File: src/rtl/ember_lsu_pkg.sv
// Shared definitions for the Ember load/store unit: access sizes, FSM states
// and the alignment check used at request accept.
package ember_lsu_pkg;

  localparam logic [1:0] SZ_B = 2'd0;
  localparam logic [1:0] SZ_H = 2'd1;
  localparam logic [1:0] SZ_W = 2'd2;
  localparam logic [1:0] SZ_D = 2'd3;

  typedef enum logic [2:0] {
    IDLE = 3'd0,
    RD   = 3'd1,
    RDW  = 3'd2,
    WR   = 3'd3,
    RESP = 3'd4
  } state_t;

  // An access is misaligned when its byte offset is not a multiple of its size.
  function automatic logic misaligned(input logic [2:0] off, input logic [1:0] size);
    logic bad;
    unique case (size)
      SZ_B:    bad = 1'b0;
      SZ_H:    bad = off[0];
      SZ_W:    bad = |off[1:0];
      default: bad = |off;
    endcase
    return bad;
  endfunction

endpackage

File: src/rtl/ember_lsu_lane.sv
// Combinational byte-lane logic: load extract/extend and sub-word store merge
// over a 64-bit little-endian word.
module ember_lsu_lane
  import ember_lsu_pkg::*;
(
  input  logic [63:0] old_word,
  input  logic [63:0] wdata,
  input  logic [2:0]  off,
  input  logic [1:0]  size,
  input  logic        is_signed,
  output logic [63:0] ld_data,
  output logic [63:0] st_word
);

  logic [5:0]  sh;
  logic [63:0] size_mask;
  logic [63:0] shifted;
  logic [63:0] masked;
  logic [63:0] lane_mask;
  logic        sign_bit;

  always_comb begin
    sh        = {off, 3'b000};
    size_mask = '1;
    sign_bit  = 1'b0;
    shifted   = old_word >> sh;
    unique case (size)
      SZ_B: begin size_mask = 64'h0000_0000_0000_00FF; sign_bit = shifted[7];  end
      SZ_H: begin size_mask = 64'h0000_0000_0000_FFFF; sign_bit = shifted[15]; end
      SZ_W: begin size_mask = 64'h0000_0000_FFFF_FFFF; sign_bit = shifted[31]; end
      default: begin size_mask = '1;                   sign_bit = shifted[63]; end
    endcase
    masked    = shifted & size_mask;
    // Sign extension fills every bit above the access width.
    ld_data   = (is_signed && sign_bit) ? (masked | ~size_mask) : masked;
    lane_mask = size_mask << sh;
    st_word   = (old_word & ~lane_mask) | ((wdata << sh) & lane_mask);
  end

endmodule

File: src/rtl/ember_lsu.sv
// Ember load/store unit: one request in flight, loads with extend, sub-word
// stores as read-modify-write against a 64-bit word memory.
module ember_lsu
  import ember_lsu_pkg::*;
#(
  parameter int ADDR_W = 32,
  parameter int DATA_W = 64
) (
  input  logic              clk,
  input  logic              rst,
  input  logic              req_valid,
  output logic              req_ready,
  input  logic              req_we,
  input  logic [1:0]        req_size,
  input  logic              req_signed,
  input  logic [ADDR_W-1:0] req_addr,
  input  logic [DATA_W-1:0] req_wdata,
  output logic              resp_valid,
  input  logic              resp_ready,
  output logic [DATA_W-1:0] resp_rdata,
  output logic              resp_err,
  output logic              mem_rd_en,
  output logic              mem_wr_en,
  output logic [ADDR_W-1:0] mem_addr,
  output logic [DATA_W-1:0] mem_wr_data,
  input  logic [DATA_W-1:0] mem_rd_data
);

  state_t      state, state_nx;
  logic        r_we;
  logic        r_signed;
  logic [1:0]  r_size;
  logic [2:0]  r_off;
  logic [DATA_W-1:0] r_wdata;
  logic        accept;
  logic        req_bad;
  logic [63:0] ld_data;
  logic [63:0] st_word;

  ember_lsu_lane u_lane (
    .old_word  (mem_rd_data),
    .wdata     (r_wdata),
    .off       (r_off),
    .size      (r_size),
    .is_signed (r_signed),
    .ld_data   (ld_data),
    .st_word   (st_word)
  );

  assign req_ready = (state == IDLE) && !rst;
  assign accept    = req_valid && req_ready;
  assign req_bad   = misaligned(req_addr[2:0], req_size);

  always_comb begin
    state_nx   = state;
    mem_rd_en  = 1'b0;
    mem_wr_en  = 1'b0;
    resp_valid = 1'b0;
    unique case (state)
      IDLE: begin
        if (accept) begin
          if (req_bad)                          state_nx = RESP;
          else if (req_we && req_size == SZ_D)  state_nx = WR;
          else                                  state_nx = RD;
        end
      end
      RD: begin
        mem_rd_en = 1'b1;
        state_nx  = RDW;
      end
      RDW:  state_nx = r_we ? WR : RESP;
      WR: begin
        mem_wr_en = 1'b1;
        state_nx  = RESP;
      end
      RESP: begin
        resp_valid = 1'b1;
        if (resp_ready) state_nx = IDLE;
      end
      default: state_nx = IDLE;
    endcase
  end

  always_ff @(posedge clk) begin
    if (rst) begin
      state       <= IDLE;
      r_we        <= 1'b0;
      r_signed    <= 1'b0;
      r_size      <= SZ_B;
      r_off       <= '0;
      r_wdata     <= '0;
      mem_addr    <= '0;
      mem_wr_data <= '0;
      resp_rdata  <= '0;
      resp_err    <= 1'b0;
    end else begin
      state <= state_nx;
      if (accept) begin
        r_we        <= req_we;
        r_signed    <= req_signed;
        r_size      <= req_size;
        r_off       <= req_addr[2:0];
        r_wdata     <= req_wdata;
        mem_addr    <= req_addr >> 3;
        // Dword stores go straight to WR, so their write data is taken here.
        mem_wr_data <= req_wdata;
        resp_rdata  <= '0;
        resp_err    <= req_bad;
      end
      if (state == RDW) begin
        if (r_we) mem_wr_data <= st_word;
        else      resp_rdata  <= ld_data;
      end
    end
  end

endmodule

File: config.mk
export PLATFORM = sky130hd
export DESIGN_NAME = ember_lsu
export DESIGN_NICKNAME = d
export VERILOG_FILES = /design/src/rtl/ember_lsu_pkg.sv /design/src/rtl/ember_lsu_lane.sv /design/src/rtl/ember_lsu.sv
export SDC_FILE = /design/constraint.sdc
export NUM_CORES = 1
export LEC_CHECK = 0
export ABC_CLOCK_PERIOD_IN_PS = 2550
export CELL_PAD_IN_SITES_DETAIL_PLACEMENT = 0
export CELL_PAD_IN_SITES_GLOBAL_PLACEMENT = 1
export CORE_ASPECT_RATIO = 0.75
export CORE_MARGIN = 4
export CORE_UTILIZATION = 37
export CTS_BUF_LIST = sky130_fd_sc_hd__clkbuf_8
export DETAILED_ROUTE_END_ITERATION = 6
export GPL_TIMING_DRIVEN = 0
export HOLD_SLACK_MARGIN = 0.15
export PLACE_DENSITY_LB_ADDON = 0.1
export SETUP_SLACK_MARGIN = 0.4
export SYNTH_ARGS = -nofsm -noshare
export SYNTH_HDL_FRONTEND = slang
export SYNTH_HIERARCHICAL = 1
export SYNTH_SLANG_ARGS = --single-unit
File: constraint.sdc
create_clock -name clk -period 2.55 [get_ports clk]
set_clock_uncertainty 0.1 [all_clocks]
set_input_delay 0.51 -clock clk [delete_from_list [all_inputs] [get_ports clk]]
set_output_delay 0.51 -clock clk [all_outputs]
set_load 0.02 [all_outputs]
==> reports/metrics.csv, run 1 <==
metric,value,unit
nets,2412,
Post-Route WL,71700,µm
worst hold path type,register to register,
die area,39400,µm²
FMAX,381,MHz
Synth cell types,58,
"Cell Area, Synth",13400,µm²
total negative slack,-0.103,ns
routed vias/inst,5.99,
pwr/cell area,539,nW/µm²
Hold Path Depth,2,
most numerous cell in the Yosys netlist,nand2_1,
Antenna Cells,0,
crit path kind,input port to primary output,
endpoint type of the worst setup path,primary output,
Root Buffer,clkbuf_8,
CTS sink count,232,
first-pass GRT wire length,100000,µm
DRC,0,
GP Congestion,1.03,
synthesis-to-finish area growth,72.9,%
CP dominant cell by count,buf_8,
"Data required, critical path",1.94,ns
initial drt markers,1672,
post-route insts no fill,2736,
Slew @ Worst Pin,0.980,ns
GR peak layer,met1,
Crit path depth,7,
gr ovfl total,0,
Rel. slew slack,0.347,
max-cap violations,0,
"Max FO, Critical Path",6,
die height,173,µm
Worst R2R End,resp_rdata[37]$_SDFF_PP0_,
via count of the first global-routing pass,15300,
status,finished with violations,
sequential cell area fraction in the yosys report,0.346,
clk_lat worst skew,0.60,ns
row count,60,
CP startpoint,rst,
Synth area leader,dfxtp_1,
Worst VDD drop,0.000418,V
Pre-antenna DRT Iters,5,
Power Total,12500,µW
met2 Usage GRT,0.472,
crit start category,input port,
Routed wire per std cell,26.2,µm
GRT met1 Usage,0.483,
synth cell count leaders,"nand2_1, o21ai_0, dfxtp_1",
CTS tree,done,
Yosys top cell area share,0.346,
critical path's largest stage delay,0.50,ns
FILL cells,3009,
Die Wd,228,µm
post-synthesis sequential element count,232,
syn avg cell area,7.63,µm²
Initial Util,0.375,
Synth Warn #,6,
Routed Antenna Nets,0,
number of port buffers,329,
"Primary FF master, synth",dfxtp_1,
final worst setup slack,-0.0754,ns
"critical path, cell by cell","dlygate4sd2_1, or4_4, buf_8, inv_6, buf_12, buf_8, buf_6",
asr flop ratio synth,0,
post-layout util,0.648,
dpl hpwl,53200,µm
synth top area cells,"dfxtp_1, o21ai_0, nand2_1",
Max Root-Sink Buffers,3,
P_leak,0.00819,µW
Worst-path clk slew,0.06,ns
Core ar.,35800,µm²
antenna violations before repair,1,
CTS H-tree depth,2,
Top Ports,333,
Final min period,2.63,ns
share of cells above drive strength 1,0.360,
RSZ-0062 raised after global routing,yes,
fin crit share,1.03,
largest net degree at the start of global routing,12,
worst r2r src,r_off[0]$_SDFFE_PP0P_,
reg2reg path depth,14,
Pins Over Slew Limit,0,
worst path bufs/invs,6,
final-report hold violation count,0,
endpoints failing setup,6,
instance count of the mapped netlist,1757,
number of buffers created by CTS,39,
Post-synth EDFFs,0,
worst path arrival time,2.02,ns
Reg2Reg Setup Slack,-0.01,ns
Via Count,16400,
crit-path leading delay family,buffers and inverters,
CP max stage cell,or4_4,
Global Route met3 Usage,0.100,
Worst setup endpoint,req_ready,
failing checks,setup timing,
placed instance count,2553,
GRT Util Overall,0.329,
## what timing repair did
action / in CTS / in global routing
cloned: 5 / 14
setup buffers: 50 / 46
pin swaps: 110 / 172
hold buffers: 0 / 0
endpoints found under the setup margin: 360 / 376
resized for setup: 545 / 484
## cell families after synthesis
| logic type | Yosys count | share of synthesized area |
|---|---|---|
| AO/OA/AOI/OAI | 668 | 0.290 |
| buffers and inverters | 198 | 0.0706 |
| flip-flops | 232 | 0.346 |
| multiplexers | 149 | 0.118 |
| other | 1 | 0.000280 |
| AND/OR/NAND/NOR | 509 | 0.174 |
## worst min-delay path by stage
stage	from	endpoint	slack [ns]
2_1_floorplan	r_size[1]$_SDFFE_PP0P_	r_size[1]$_SDFFE_PP0P_	0.33
3_3_place_gp	mem_addr[10]$_SDFFE_PP0P_	mem_addr[10]$_SDFFE_PP0P_	0.34
3_5_place_dp	mem_addr[2]$_SDFFE_PP0P_	mem_addr[2]$_SDFFE_PP0P_	0.34
4_1_cts	mem_addr[15]$_SDFFE_PP0P_	mem_addr[15]$_SDFFE_PP0P_	0.35
5_1_grt	mem_addr[10]$_SDFFE_PP0P_	mem_addr[10]$_SDFFE_PP0P_	0.36
6_report	mem_addr[15]$_SDFFE_PP0P_	mem_addr[15]$_SDFFE_PP0P_	0.35
## per-layer routing
layer / vias to the layer above / part of all wire
li1: 7360 / -
met1: 7943 / 0.44
met2: 976 / 0.41
met3: 122 / 0.12
met4: 0 / 0.026
met5: - / 0
## tightest hold or removal path: cells and delay by family (launching register included)
family           cells  cell delay (ns)
AO/OA/AOI/OAI        1             0.05
AND/OR/NAND/NOR      1             0.05
flip-flops           1             0.31
## area by class of cell
class | count | area (µm²) | area share
Sequential cell | 232 | 4650 | 0.201
Inverter | 7 | 31.3 | 0.00135
Clock inverter | 21 | 133 | 0.00572
Timing Repair Buffer | 444 | 4880 | 0.211
Clock buffer | 47 | 647 | 0.0279
Multi-Input combinational cell | 1329 | 10900 | 0.469
Buffer | 191 | 1400 | 0.0603
Tap cell | 465 | 582 | 0.0251
## registers in the layout, indices dropped and copies added, names as in the netlist
name and flops:
r_off 3, state 3, mem_addr 29, r_wdata 64, r_signed 1, r_we 1
resp_rdata 64, mem_wr_data 64, resp_err 1, r_size 2
## cell usage in the layout (no fill, tap or decap), types with 10 or more instances in the layout
cell type and n:
o211ai_1 82, a21oi_1 77, a21oi_4 14, buf_8 16
o21ai_4 15, buf_12 41, clkbuf_8 47, nand2_2 46
o21ai_2 53, o21ai_1 64, mux2i_1 33, mux2_2 30
nand3_1 57, mux2_4 41, a21oi_2 77, clkbuf_2 33
mux2i_4 39, nor2b_1 10, nand2_4 38, a31oi_4 29
buf_4 63, nor2_1 33, dfxtp_1 227, clkbuf_1 65
a31oi_1 66, inv_1 15, nand3_2 20, clkbuf_16 14
nor2_4 18, o21ai_0 145, buf_2 22, buf_6 39
nand3_4 30, clkdlybuf4s50_1 323, nand2_1 212
## power breakdown
part	switching [µW]	total, µW	internal (µW)
registers	194	4020	3820
clock network	1680	3470	1790
logic	2780	5020	2240
total	4650	12500	7850
## metrics by stage
step	hold slack (ns)	area, µm²	worst slack, ns
5_1_grt	0.362	23200	-0.0757
4_1_cts	0.354	20600	-0.0331
3_3_place_gp	0.335	17300	-1.22
3_5_place_dp	0.343	17300	-1.23
2_1_floorplan	0.333	13400	0.472
6_report	0.349	23200	-0.0754
(Power assumes the default switching activity.)
==> run 2: changes to the inputs <==
Settings changed: ABC_AREA set to 1, ABC_CLOCK_PERIOD_IN_PS 2550 to 3100, CORE_UTILIZATION 37 to 38.
Clock period 2.55 ns to 3.1 ns, I/O delays scaled along.
==> reports/metrics.csv, run 2 <==
metric,value,unit,change
status,"complete, no violations",,
synth cell count leaders,"nand2_1, dfxtp_1, o21ai_0",,
row count,58,,-3.3%
CTS tree,done,,
Pre-antenna DRT Iters,6,,+1
Root Buffer,clkbuf_8,,
Top Ports,333,,unchanged
Post-CTS Setup Repair Bufs,0,,-100%
antenna violations before repair,3,,+2
GP Congestion,1.09,,+5.2%
Worst VDD drop,0.000348,V,-17%
FF+latch area,4640,µm²,-0.13%
Post-synth EDFFs,0,,unchanged
"Primary FF master, synth",dfxtp_1,,
most frequent cells in the layout,"nand2_1, clkdlybuf4s50_1, dfxtp_1",,
placed instance count,2897,,+13%
crit-path leading delay family,compound AO/OA/AOI/OAI gates,,
GRT met1 Usage,0.482,,-0.000733
CTS H-tree depth,2,,unchanged
met2 Usage GRT,0.486,,+0.0135
asr flop ratio synth,0,,unchanged
GR peak layer,met2,,
syn avg cell area,6.26,µm²,-18%
total negative slack,0,ns,+0.103 ns
sequential cell area fraction in the yosys report,0.351,,+0.00425
Post-Route WL,67400,µm,-5.9%
Via Count,16300,,-0.74%
RSZ-0062 raised after global routing,yes,,
routed vias/inst,5.49,,-8.4%
Pins Over Slew Limit,0,,unchanged
most numerous cell in the Yosys netlist,nand2_1,,
critical path's largest stage delay,0.64,ns,+0.14 ns
endpoint type of the worst setup path,register,,
Synth cell types,35,,-40%
pwr/cell area,504,nW/µm²,-6.6%
largest net degree at the start of global routing,11,,-1
Worst-path clk slew,0.06,ns,about the same
"Max FO, Critical Path",10,,+4
Global Route met3 Usage,0.132,,+0.0325
synth top area cells,"dfxtp_1, nand2_1, o21ai_0",,
share of cells above drive strength 1,0.0747,,-0.285
Yosys top cell area share,0.351,,+0.00425
Initial Util,0.390,,+0.0156
die area,37900,µm²,-3.7%
synthesis-to-finish area growth,35.7,%,
dpl hpwl,55100,µm,+3.5%
Max Root-Sink Buffers,3,,unchanged
post-layout util,0.529,,-0.118
FILL cells,3485,,+16%
Final min period,2.72,ns,
die height,170,µm,-1.8%
endpoints failing setup,0,,-6
post-route insts no fill,2966,,+8.4%
Synth Warn #,6,,unchanged
final-report hold violation count,0,,unchanged
"critical path, cell by cell","buf_6, buf_6, buf_2, o21ai_0, o21ai_0, nand2_1, a31oi_1, o21ai_1, inv_1, nand2_1, inv_1",,
worst path bufs/invs,5,,-1
CP max stage cell,o21ai_0,,
fin crit share,0.878,,
number of buffers created by CTS,39,,unchanged
P_leak,0.00812,µW,-0.81%
instance count of the mapped netlist,2117,,+20%
gr ovfl total,0,,unchanged
Core ar.,34000,µm²,-5.2%
via count of the first global-routing pass,15200,,-0.57%
Die Wd,224,µm,-1.9%
nets,2656,,+10%
Antenna Cells,0,,unchanged
max-cap violations,0,,unchanged
Routed wire per std cell,22.7,µm,-13%
Power Total,9050,µW,-28%
"Data required, critical path",3.51,ns,+1.57 ns
clk_lat worst skew,0.56,ns,-0.04 ns
crit start category,register,,
Routed Antenna Nets,0,,unchanged
crit path kind,register to register,,
CTS sink count,232,,unchanged
initial drt markers,1964,,+17%
Hold WS,0.363,ns,+0.0135 ns
GRT Util Overall,0.339,,+0.00970
FMAX,367,MHz,
Rel. slew slack,0.428,,+0.0813
post-synthesis sequential element count,232,,unchanged
worst hold path type,register to register,,
Synth area leader,dfxtp_1,,
first-pass GRT wire length,97200,µm,-3.1%
number of port buffers,328,,-0.30%
DRC,0,,unchanged
multi-input combinational cell area,7040,µm²,-35%
"Cell Area, Synth",13200,µm²,-1.2%
largest registers,"mem_wr_data (64), r_wdata (64), resp_rdata (64)",,
Slew @ Worst Pin,0.858,ns,-0.122 ns
"most common cell after layout, fill and taps aside",nand2_1,,
worst path arrival time,3.14,ns,+1.12 ns
## run 2: changes by cell type in the layout (fill, tap and decap cells not counted), moves of 62 or more
cell | before | now
nand2_1 | 212 | 732
inv_1 | 15 | 205
nand3_1 | 57 | 172
a21oi_1 | 77 | 162
a21oi_2 | 77 | 0
o21ai_0 | 145 | 207
## run 2: per-stage QoR
step	area [µm²]	worst slack, ns
4_1_cts	17900	0.421
6_report	18000	0.377
3_3_place_gp	17100	0.250
2_1_floorplan	13300	1.12
5_1_grt	18000	0.391
3_5_place_dp	17100	0.249
## run 2: power by group
| group | total, µW | internal, µW | switching [µW] |
|---|---|---|---|
| registers | 3300 | 3160 | 136 |
| logic | 2800 | 949 | 1850 |
| clock network | 2960 | 1660 | 1290 |
| total | 9050 | 5780 | 3280 |
## run 2: layout make-up
class	count	share of cell area
well taps	450	0.0313
plain buffers	163	0.0466
clock inverters	17	0.00696
inverters	203	0.0424
repair buffers	328	0.183
clock buffers	52	0.0398
flip-flops and latches	232	0.258
multi-input cells	1521	0.392
## run 2: worst paths after layout
kind	start	to	slack [ns]	depth (start not counted)
worst max-delay path	r_off[0]$_SDFFE_PP0P_	mem_wr_data[56]$_SDFF_PP0_	0.38	11
worst min-delay path	resp_rdata[53]$_SDFF_PP0_	resp_rdata[53]$_SDFF_PP0_	0.36	2
worst max register to register	r_off[0]$_SDFFE_PP0P_	mem_wr_data[56]$_SDFF_PP0_	0.38	11
worst min register to register	resp_rdata[53]$_SDFF_PP0_	resp_rdata[53]$_SDFF_PP0_	0.36	2
## run 2: per-layer routing
metal  wire, µm  vias up
met5          0        -
met4       1560        0
met3       8520       94
met2      26700      868
met1      30700     7683
li1           -     7635
## run 2: cells by family (layout without fill, tap and decap cells)
family,count (synthesis),after routing,synth area share
compound gates,531,531,0.215
buf+inv,366,763,0.120
flops,232,232,0.351
mux,26,26,0.0205
other cells,1,3,0.000283
simple gates,961,961,0.293
## run 2: tightest hold or removal path, cell delays in order (launching register included)
cell	delay, ns
dfxtp_1	0.30
nand2_1	0.06
a21oi_1	0.06
## run 2: what timing repair did
item                                    in CTS  in global routing
hold endpoints to repair                     0                  0
pin swaps                                    0                  1
hold buffers                                 0                  0
resized for setup                            2                 24
endpoints found under the setup margin       2                 18
